$ cat config.mk
export PLATFORM = sky130hd
export DESIGN_NAME = piston_controller
export DESIGN_NICKNAME = d
export VERILOG_FILES = /design/src/rtl/piston_controller.sv
export SDC_FILE = /design/constraint.sdc
export NUM_CORES = 1
export LEC_CHECK = 0
export CORE_MARGIN = 4
export CORE_UTILIZATION = 41
export DETAILED_ROUTE_END_ITERATION = 10
export PLACE_DENSITY = 0.64
export SKIP_CTS_REPAIR_TIMING = 1
export SLEW_MARGIN = 40
export SYNTH_ARGS = -nofsm -noshare
export SYNTH_HDL_FRONTEND = slang
export SYNTH_SLANG_ARGS = --single-unit
export TNS_END_PERCENT = 100
$ cat constraint.sdc
create_clock -name clk -period 3.7 [get_ports clk]
set_input_delay 0.74 -clock clk [delete_from_list [all_inputs] [get_ports clk]]
set_output_delay 0.74 -clock clk [all_outputs]
set_load 0.02 [all_outputs]
$ cat src/rtl/piston_controller.sv
// rtl/piston_controller.sv - converts a requested pressure into a target wall border and slews the border to it.
// Optional build macro PISTON_SNAP_EN: border jumps straight to the target instead of slewing.
module piston_controller #(
  parameter int          STEP_DIV     = 4,
  parameter logic [7:0]  RESET_BORDER = 8'd125
) (
  input  logic       clk,
  input  logic       clearn,
  input  logic       enable,
  input  logic       load,
  input  logic [6:0] target_q,
  input  logic [2:0] temp,
  input  logic [2:0] num_moles,
  output logic [7:0] border,
  output logic [2:0] vol_level,
  output logic       busy,
  output logic       done
);

  localparam int CW = (STEP_DIV > 1) ? $clog2(STEP_DIV) : 1;
`ifndef PISTON_SNAP_EN
  localparam logic [CW-1:0] LAST = CW'(STEP_DIV - 1);
`endif

  typedef enum logic [1:0] {IDLE, CALC, MOVE, HOLD} state_t;

  state_t        state, state_nx;
  logic [6:0]    rem, rem_nx;
  logic [4:0]    quo, quo_nx;
  logic [2:0]    temp_q, temp_nx;
  logic [2:0]    moles_q, moles_nx;
  logic [7:0]    tgt, tgt_nx;
  logic [7:0]    border_nx;
  logic [CW-1:0] step_cnt, cnt_nx;
  logic          done_nx;
  logic          busy_nx;

  // Quotient of the divide-by-5 loop minus the latched loads gives the volume level.
  logic signed [5:0] need;
  logic [2:0]        vol_calc;
  logic [7:0]        tgt_calc;

  assign need = $signed({1'b0, quo}) - $signed({3'b000, temp_q}) - $signed({3'b000, moles_q});

  always_comb begin
    vol_calc = 3'd1;
    if (need > 6'sd5)
      vol_calc = 3'd5;
    else if (need > 6'sd1)
      vol_calc = need[2:0];
  end

  always_comb begin
    tgt_calc = 8'd25;
    case (vol_calc)
      3'd2:    tgt_calc = 8'd75;
      3'd3:    tgt_calc = 8'd125;
      3'd4:    tgt_calc = 8'd175;
      3'd5:    tgt_calc = 8'd225;
      default: tgt_calc = 8'd25;
    endcase
  end

  always_comb begin
    state_nx  = state;
    rem_nx    = rem;
    quo_nx    = quo;
    temp_nx   = temp_q;
    moles_nx  = moles_q;
    tgt_nx    = tgt;
    border_nx = border;
    cnt_nx    = step_cnt;
    done_nx   = 1'b0;
    // A load always wins: it abandons any calculation or move in flight.
    if (load) begin
      rem_nx   = target_q;
      quo_nx   = 5'd0;
      temp_nx  = temp;
      moles_nx = num_moles;
      state_nx = CALC;
    end else begin
      case (state)
        CALC: begin
          if (rem >= 7'd5) begin
            rem_nx = rem - 7'd5;
            quo_nx = quo + 5'd1;
          end else begin
            tgt_nx = tgt_calc;
            if (border == tgt_calc) begin
              state_nx = HOLD;
              done_nx  = 1'b1;
            end else begin
              state_nx = MOVE;
              cnt_nx   = '0;
            end
          end
        end
        MOVE: begin
          if (enable) begin
`ifdef PISTON_SNAP_EN
            border_nx = tgt;
            state_nx  = HOLD;
            done_nx   = 1'b1;
`else
            if (step_cnt == LAST) begin
              cnt_nx    = '0;
              border_nx = (border < tgt) ? border + 8'd1 : border - 8'd1;
              if (border_nx == tgt) begin
                state_nx = HOLD;
                done_nx  = 1'b1;
              end
            end else begin
              cnt_nx = step_cnt + 1'b1;
            end
`endif
          end
        end
        default: ;
      endcase
    end
    busy_nx = (state_nx == CALC) || (state_nx == MOVE);
  end

  always_ff @(posedge clk or negedge clearn) begin
    if (!clearn) begin
      state    <= IDLE;
      rem      <= '0;
      quo      <= '0;
      temp_q   <= '0;
      moles_q  <= '0;
      tgt      <= RESET_BORDER;
      border   <= RESET_BORDER;
      step_cnt <= '0;
      done     <= 1'b0;
      busy     <= 1'b0;
    end else begin
      state    <= state_nx;
      rem      <= rem_nx;
      quo      <= quo_nx;
      temp_q   <= temp_nx;
      moles_q  <= moles_nx;
      tgt      <= tgt_nx;
      border   <= border_nx;
      step_cnt <= cnt_nx;
      done     <= done_nx;
      busy     <= busy_nx;
    end
  end

  always_comb begin
    if (border < 8'd50)       vol_level = 3'd1;
    else if (border < 8'd100) vol_level = 3'd2;
    else if (border < 8'd150) vol_level = 3'd3;
    else if (border < 8'd200) vol_level = 3'd4;
    else                      vol_level = 3'd5;
  end

endmodule

# ---- Word-level counts from Yosys, hierarchy flattened
# Index checks and enable logic that the tools add are counted.
dict set report word_totals {
  reg_bits 40
  inputBits 17
  out_inout_bits 13
  elab_cells 82
}
dict set report classes {
  add_sub_neg 7
  order_cmp 8
  eq_ne 14
  n_mux 33
  bitwise_logic 2
  reduce_logical 8
}
# cell count
set ops {}
lappend ops {{$pmux W8 S4} 1}
lappend ops {{$mux W7} 3}
lappend ops {{$mux W2} 9}
lappend ops {{$eq A8 B8 Y1} 2}
lappend ops {{$lt A8 B8 Y1 const B} 2}
lappend ops {{$mux W3} 5}
lappend ops {{$mux W5} 3}
lappend ops {{$add A8 B1 Y8 const B} 1}
lappend ops {{$lt A8 B6 Y1 const B} 1}
lappend ops {{$lt A8 B7 Y1 const B} 1}
lappend ops {{$lt A8 B8 Y1} 1}
lappend ops {{$mux W1} 8}
lappend ops {{$mux W8} 1}
lappend ops {{$pmux W2 S2} 2}
lappend ops {{$sub A8 B1 Y8 const B} 1}
lappend ops {{$ge A7 B3 Y1 const B} 1}
lappend ops {{$sub A7 B3 Y7 const B} 1}
lappend ops {{$eq A2 B2 Y1 const B} 3}
lappend ops {{$eq A3 B2 Y1 const B} 2}
lappend ops {{$eq A3 B3 Y1 const B} 2}
lappend ops {{$gt A6 B2 Y1 const B} 1}
lappend ops {{$gt A6 B4 Y1 const B} 1}
lappend ops {{$ne A2 B2 Y1 const B} 3}
lappend ops {{$reduce_bool A2 Y1} 3}
lappend ops {{12 further kinds} 14}

# ---- Longest topological paths before layout
dict set report logic_depth {
  depth_word 14
  mapped_depth 16
  depth_no_buf 15
}

# ---- Worst setup path before layout
# Ideal clock, no wire load.
dict set report synth_timing {
  path_type {register to register}
  start {register border[3]}
  end {register busy}
  setup_ps 120
  arrival_ps 4012
  required_ps 3580
  slack_ps -431
  path_stages_with_launch 16
  path_buffers 1
  period_less_slack_ps 4131
  cell_sequence {dfstp_2 -> ha_1 -> a2111oi_0 -> o21ai_0 -> a221oi_2 -> inv_1 -> ha_1 -> clkbuf_1 -> and3_1 -> a2111o_1 -> a21o_1 -> a21oi_1 -> xnor2_1 -> nor2_1 -> a311o_1 -> and3_1}
}
dict set report synth_via {
  elab_chain_cells 10
  elab_cells_between_ends 16
  cone_classes {add/sub: 2; order compare: 1; eq/ne: 4; mux: 8; reduce/logical: 1}
}
# item line
set synth_lines {}
lappend synth_lines {{start: declaration} 14} ;# output logic [7:0] border,
lappend synth_lines {{start signal: assignment} 143} ;# border <= border_nx;
lappend synth_lines {{$sub A8 B1 Y8, or another cell as far along} 107} ;# border_nx = (border < tgt) ? border + 8'd1 : border - 8'd1;
lappend synth_lines {{$mux W8} 107}
lappend synth_lines {{$eq A8 B8 Y1} 108} ;# if (border_nx == tgt) begin
lappend synth_lines {{$mux W2} 108}
lappend synth_lines {{$mux W2} 105} ;# if (step_cnt == LAST) begin
lappend synth_lines {{$mux W2} 99} ;# if (enable) begin
lappend synth_lines {{$pmux W2 S2 (*)} 82} ;# case (state)
lappend synth_lines {{$mux W2 (*)} 75} ;# if (load) begin
lappend synth_lines {{$eq A2 B1 Y1 or $eq A2 B2 Y1 (tied branches)} 121} ;# busy_nx = (state_nx == CALC) || (state_nx == MOVE);
lappend synth_lines {{$logic_or A1 B1 Y1 (*)} 121}
lappend synth_lines {{named net busy_nx} 36} ;# logic busy_nx;
lappend synth_lines {{end signal: assignment} 146} ;# busy <= busy_nx;
lappend synth_lines {{end: declaration} 16} ;# output logic busy,
# Mark *: on every way through the listed nets, which the timed path passes. The rest lies on a longest branch.
# A chain may end at the register's enable or synchronous reset.

# ---- Worst setup path in the final report
dict set report layout_timing {
  start {register tgt[3]}
  end {register busy}
}
dict set report layout_via {
  elab_chain_cells 10
  elab_cells_between_ends 11
  cone_classes {order compare: 1; eq/ne: 3; mux: 6; reduce/logical: 1}
}
# item line
set layout_lines {}
lappend layout_lines {{start: declaration} 32} ;# logic [7:0] tgt, tgt_nx;
lappend layout_lines {{start signal: assignment} 142} ;# tgt <= tgt_nx;
lappend layout_lines {{$lt A8 B8 Y1} 107}
lappend layout_lines {{$mux W8} 107}
lappend layout_lines {{$eq A8 B8 Y1 (*)} 108}
lappend layout_lines {{$mux W2 (*)} 108}
lappend layout_lines {{$mux W2 (*)} 105}
lappend layout_lines {{$mux W2 (*)} 99}
lappend layout_lines {{$pmux W2 S2 (*)} 82}
lappend layout_lines {{$mux W2 (*)} 75}
lappend layout_lines {{$eq A2 B1 Y1 or $eq A2 B2 Y1 (tied branches)} 121}
lappend layout_lines {{$logic_or A1 B1 Y1 (*)} 121}
lappend layout_lines {{named net busy_nx} 36}
# Marks and branches as above.

==> flow_summary_export.csv <==
group,metric,value,unit
status,status,"complete, but fails checks",
status,violations,"setup timing",
synth,syn_nets,408,
place,dp_cells,504,
cells_and_area,synthToLayoutAreaGrowth,26.3,%
clock_network,clock_sinks,39,
global_route,grt_usage,0.176,
die,num_rows,31,
synth,ys_types,54,
place,portBuffers,29,
worst_setup_path,arrival,4000,ps
global_route,grt_pass1_wl,12500,um
place,dp_hpwl,5850,um
power,p_int,1.22,mW
synth,async_flop_share,1.00,
worst_setup_path,path_class,"reg -> reg",
synth,netlist_area,3080,um^2
power,sequentialPowerShare,0.322,
clock_network,clk_pin_slew,90,ps
run,max-cap-violations,0,
clock_network,cts_root_buf,"clkbuf_8",
power,p_sw,0.823,mW
global_route,grt_max_degree,40,
clock_network,worstSkewPairLatency,290,ps
cells_and_area,nets,457,
synth,yosys_warnings,0,
power,leakagePower,1.75,nW
power,clock_power_share,0.178,
worst_setup_path,worstSetupStartpointType,"register",
routing,totalWireLength,7500,um
synth,ys_seq_elements,39,
timing,worstMarginPinSlew,842,ps
global_route,grt_antenna_before_repair,0,
synth,synth-main-ff-cell,"dfrtp_1",
timing,setup_viol,2,
synth,ys_seq_area_frac,0.321,
global_route,overflow,0,
routing,avgRoutedWirePerCell,14.7,um
routing,ant_nets,0,
die,die_y,94.7,um
timing,drv_slew,0,
cells_and_area,diodes,0,
routing,drc,0,
die,initial_utilization,0.423,
routing,drt-initial-drc-count,99,
timing,fmax,0.262,GHz
cells_and_area,final_util,0.534,
cells_and_area,num-fill-cells,716,
clock_network,cts_tree,"yes",
cells_and_area,drive_above_1_share,0.184,
synth,syn-instance-count,363,
routing,vias,2744,
worst_hold_path,hold_class,"in -> async",
timing,maxSlewHeadroom,0.439,
worst_setup_path,cp.required,3890,ps
power,p_total,2.05,mW
timing,fin_setup_tns,-119,ps
timing,finalCritPeriodShare,1.03,
synth,synth_edf_count,0,
timing,skew,6.18,ps
timing,finalCriticalPeriod,3810,ps
power,p_sw_frac,0.402,
synth,syn_area_per_cell,8.50,um^2
timing,hold_viol,0,
power,cellPowerDensity,526,nW/um^2
timing,rsz0062_at_grt,"yes",
die,die_x,94.7,um
clock_network,numCtsBuffers,5,
power,p_comb_frac,0.501,
place,routabilityCongestion,0.851,
global_route,grt_pass1_vias,2698,
die,core,7290,um^2
routing,firstDrtPassIters,5,
timing,fin_ws,-114,ps
routing,vias_per_cell,5.36,
die,num_io_pins,30,
power,vdd_ir_drop_max,352,uV
cells_and_area,layoutNonFillerInstCount,512,
clock_network,cts.path.max_buffers,2,
worst_setup_path,cp-end-kind,"register",
die,die-area,8970,um^2
worst_setup_path,path_max_fanout,5,
clock_network,htree_levels,2,
==> flip-flops by register name, summed over array words and instances, names as in the netlist <==
name,flops
border,8
busy,1
done,1
moles_q,3
quo,5
rem,7
state,2
step_cnt,2
temp_q,3
tgt,7
==> critical path, stage by stage, from the launching register on <==
cell and delay (ps):
dfstp_2 550, inv_2 50, ha_4 220, a2111oi_4 270, o21ai_1 130, a221oi_2 380, inv_2 160, buf_6 170
ha_4 240, and3_4 160, a2111o_1 370, a21o_1 170, a21oi_2 160, xnor2_1 150, nor2_2 80, a311o_1 310
and3_1 140
==> final timing paths <==
path,end,cells past startpoint,start,slack [ps]
worst max-delay path,busy$_DFF_PN0_,16,tgt[3]$_DFFE_PN1P_,-110
min in group clk,temp_q[1]$_DFFE_PN0P_,1,temp_q[1]$_DFFE_PN0P_,520
worst min register to register,temp_q[1]$_DFFE_PN0P_,1,temp_q[1]$_DFFE_PN0P_,520
worst min-delay path,rem[4]$_DFFE_PN0P_,1,clearn,410
max in group asynchronous,border[5]$_DFFE_PN1P_,1,clearn,2910
worst max register to register,busy$_DFF_PN0_,16,tgt[3]$_DFFE_PN1P_,-110
==> layout make-up <==
type / count / area, um^2 / area share
Multi-Input combinational cell: 277 / 2040 / 0.525
Clock buffer: 5 / 68.8 / 0.0177
Inverter: 31 / 116 / 0.0299
Clock inverter: 3 / 43.8 / 0.0112
Sequential cell: 39 / 990 / 0.254
Timing Repair Buffer: 58 / 509 / 0.131
Tap cell: 99 / 124 / 0.0318
==> synth_stat cells, types with 7 or more instances <==
cell type  instances  area share
ha_1              24       0.097
nor2_1            34       0.041
inv_1             31       0.038
clkbuf_1          16       0.019
dfrtp_1           28        0.23
xnor2_1           14       0.040
a31oi_1            7       0.014
a21o_1             7       0.017
nand3_1            8       0.013
dfstp_2           11       0.094
xor2_1            11       0.031
nand2_1           38       0.046
a21oi_1           14       0.023
o21ai_0           31       0.050
nor3_1             9       0.015
==> power by group through the flow <==
stage | combinational (mW) | sequential, mW | clock (mW)
floorplan | 0.725 | 0.671 | 0
global placement | 0.984 | 0.664 | 0
detailed placement | 1.01 | 0.667 | 0
CTS | 1.02 | 0.658 | 0.376
global route | 1.17 | 0.677 | 0.390
finish | 1.02 | 0.659 | 0.364
==> kinds of logic after synthesis <==
| family | synth area share |
|---|---|
| simple gates | 0.185 |
| flops | 0.321 |
| compound gates | 0.215 |
| fa+ha+maj | 0.123 |
| xor+xnor | 0.0856 |
| buf+inv | 0.0572 |
| mux | 0.0138 |
==> per-layer routing <==
| metal | global-route usage | vias to the layer above | routed length, um |
|---|---|---|---|
| li1 | - | 1381 | - |
| met1 | 0.212 | 1302 | 3240 |
| met2 | 0.322 | 52 | 3870 |
| met3 | 0.0295 | 9 | 305 |
| met4 | 0.0481 | 0 | 82 |
| met5 | 0 | - | 0 |
==> cell usage in the layout, fill, tap and decap left out, drive strengths merged, types with 3 or more instances in the layout <==
master         Yosys  final
o31ai              4      4
a2111oi            3      3
clkdlybuf4s50      0     28
fa                 4      4
o311ai             3      3
nor2              34     34
inv               31     31
and2               4      4
or3                4      4
a221oi             3      3
buf                0     30
or2                3      3
dfrtp             28     28
a211oi             3      3
a21oi             14     14
o21ai             35     35
clkbuf            16      5
nand4              6      6
a211o              3      3
xor2              11     11
ha                24     24
nor3               9      9
and3               5      5
a21o               7      7
dfstp             11     11
nand2             38     38
a31oi              7      7
xnor2             14     14
nand3              8      8
==> per-stage QoR <==
stage | hold WS (ps) | worst slack (ps) | cell area (um^2)
floorplan | 444 | -216 | 3170
global placement | 507 | -132 | 3720
detailed placement | 507 | -200 | 3720
CTS | 418 | -211 | 3830
global route | 433 | -258 | 3890
finish | 413 | -114 | 3890
No activity file was read; power rests on OpenSTA's default activity.
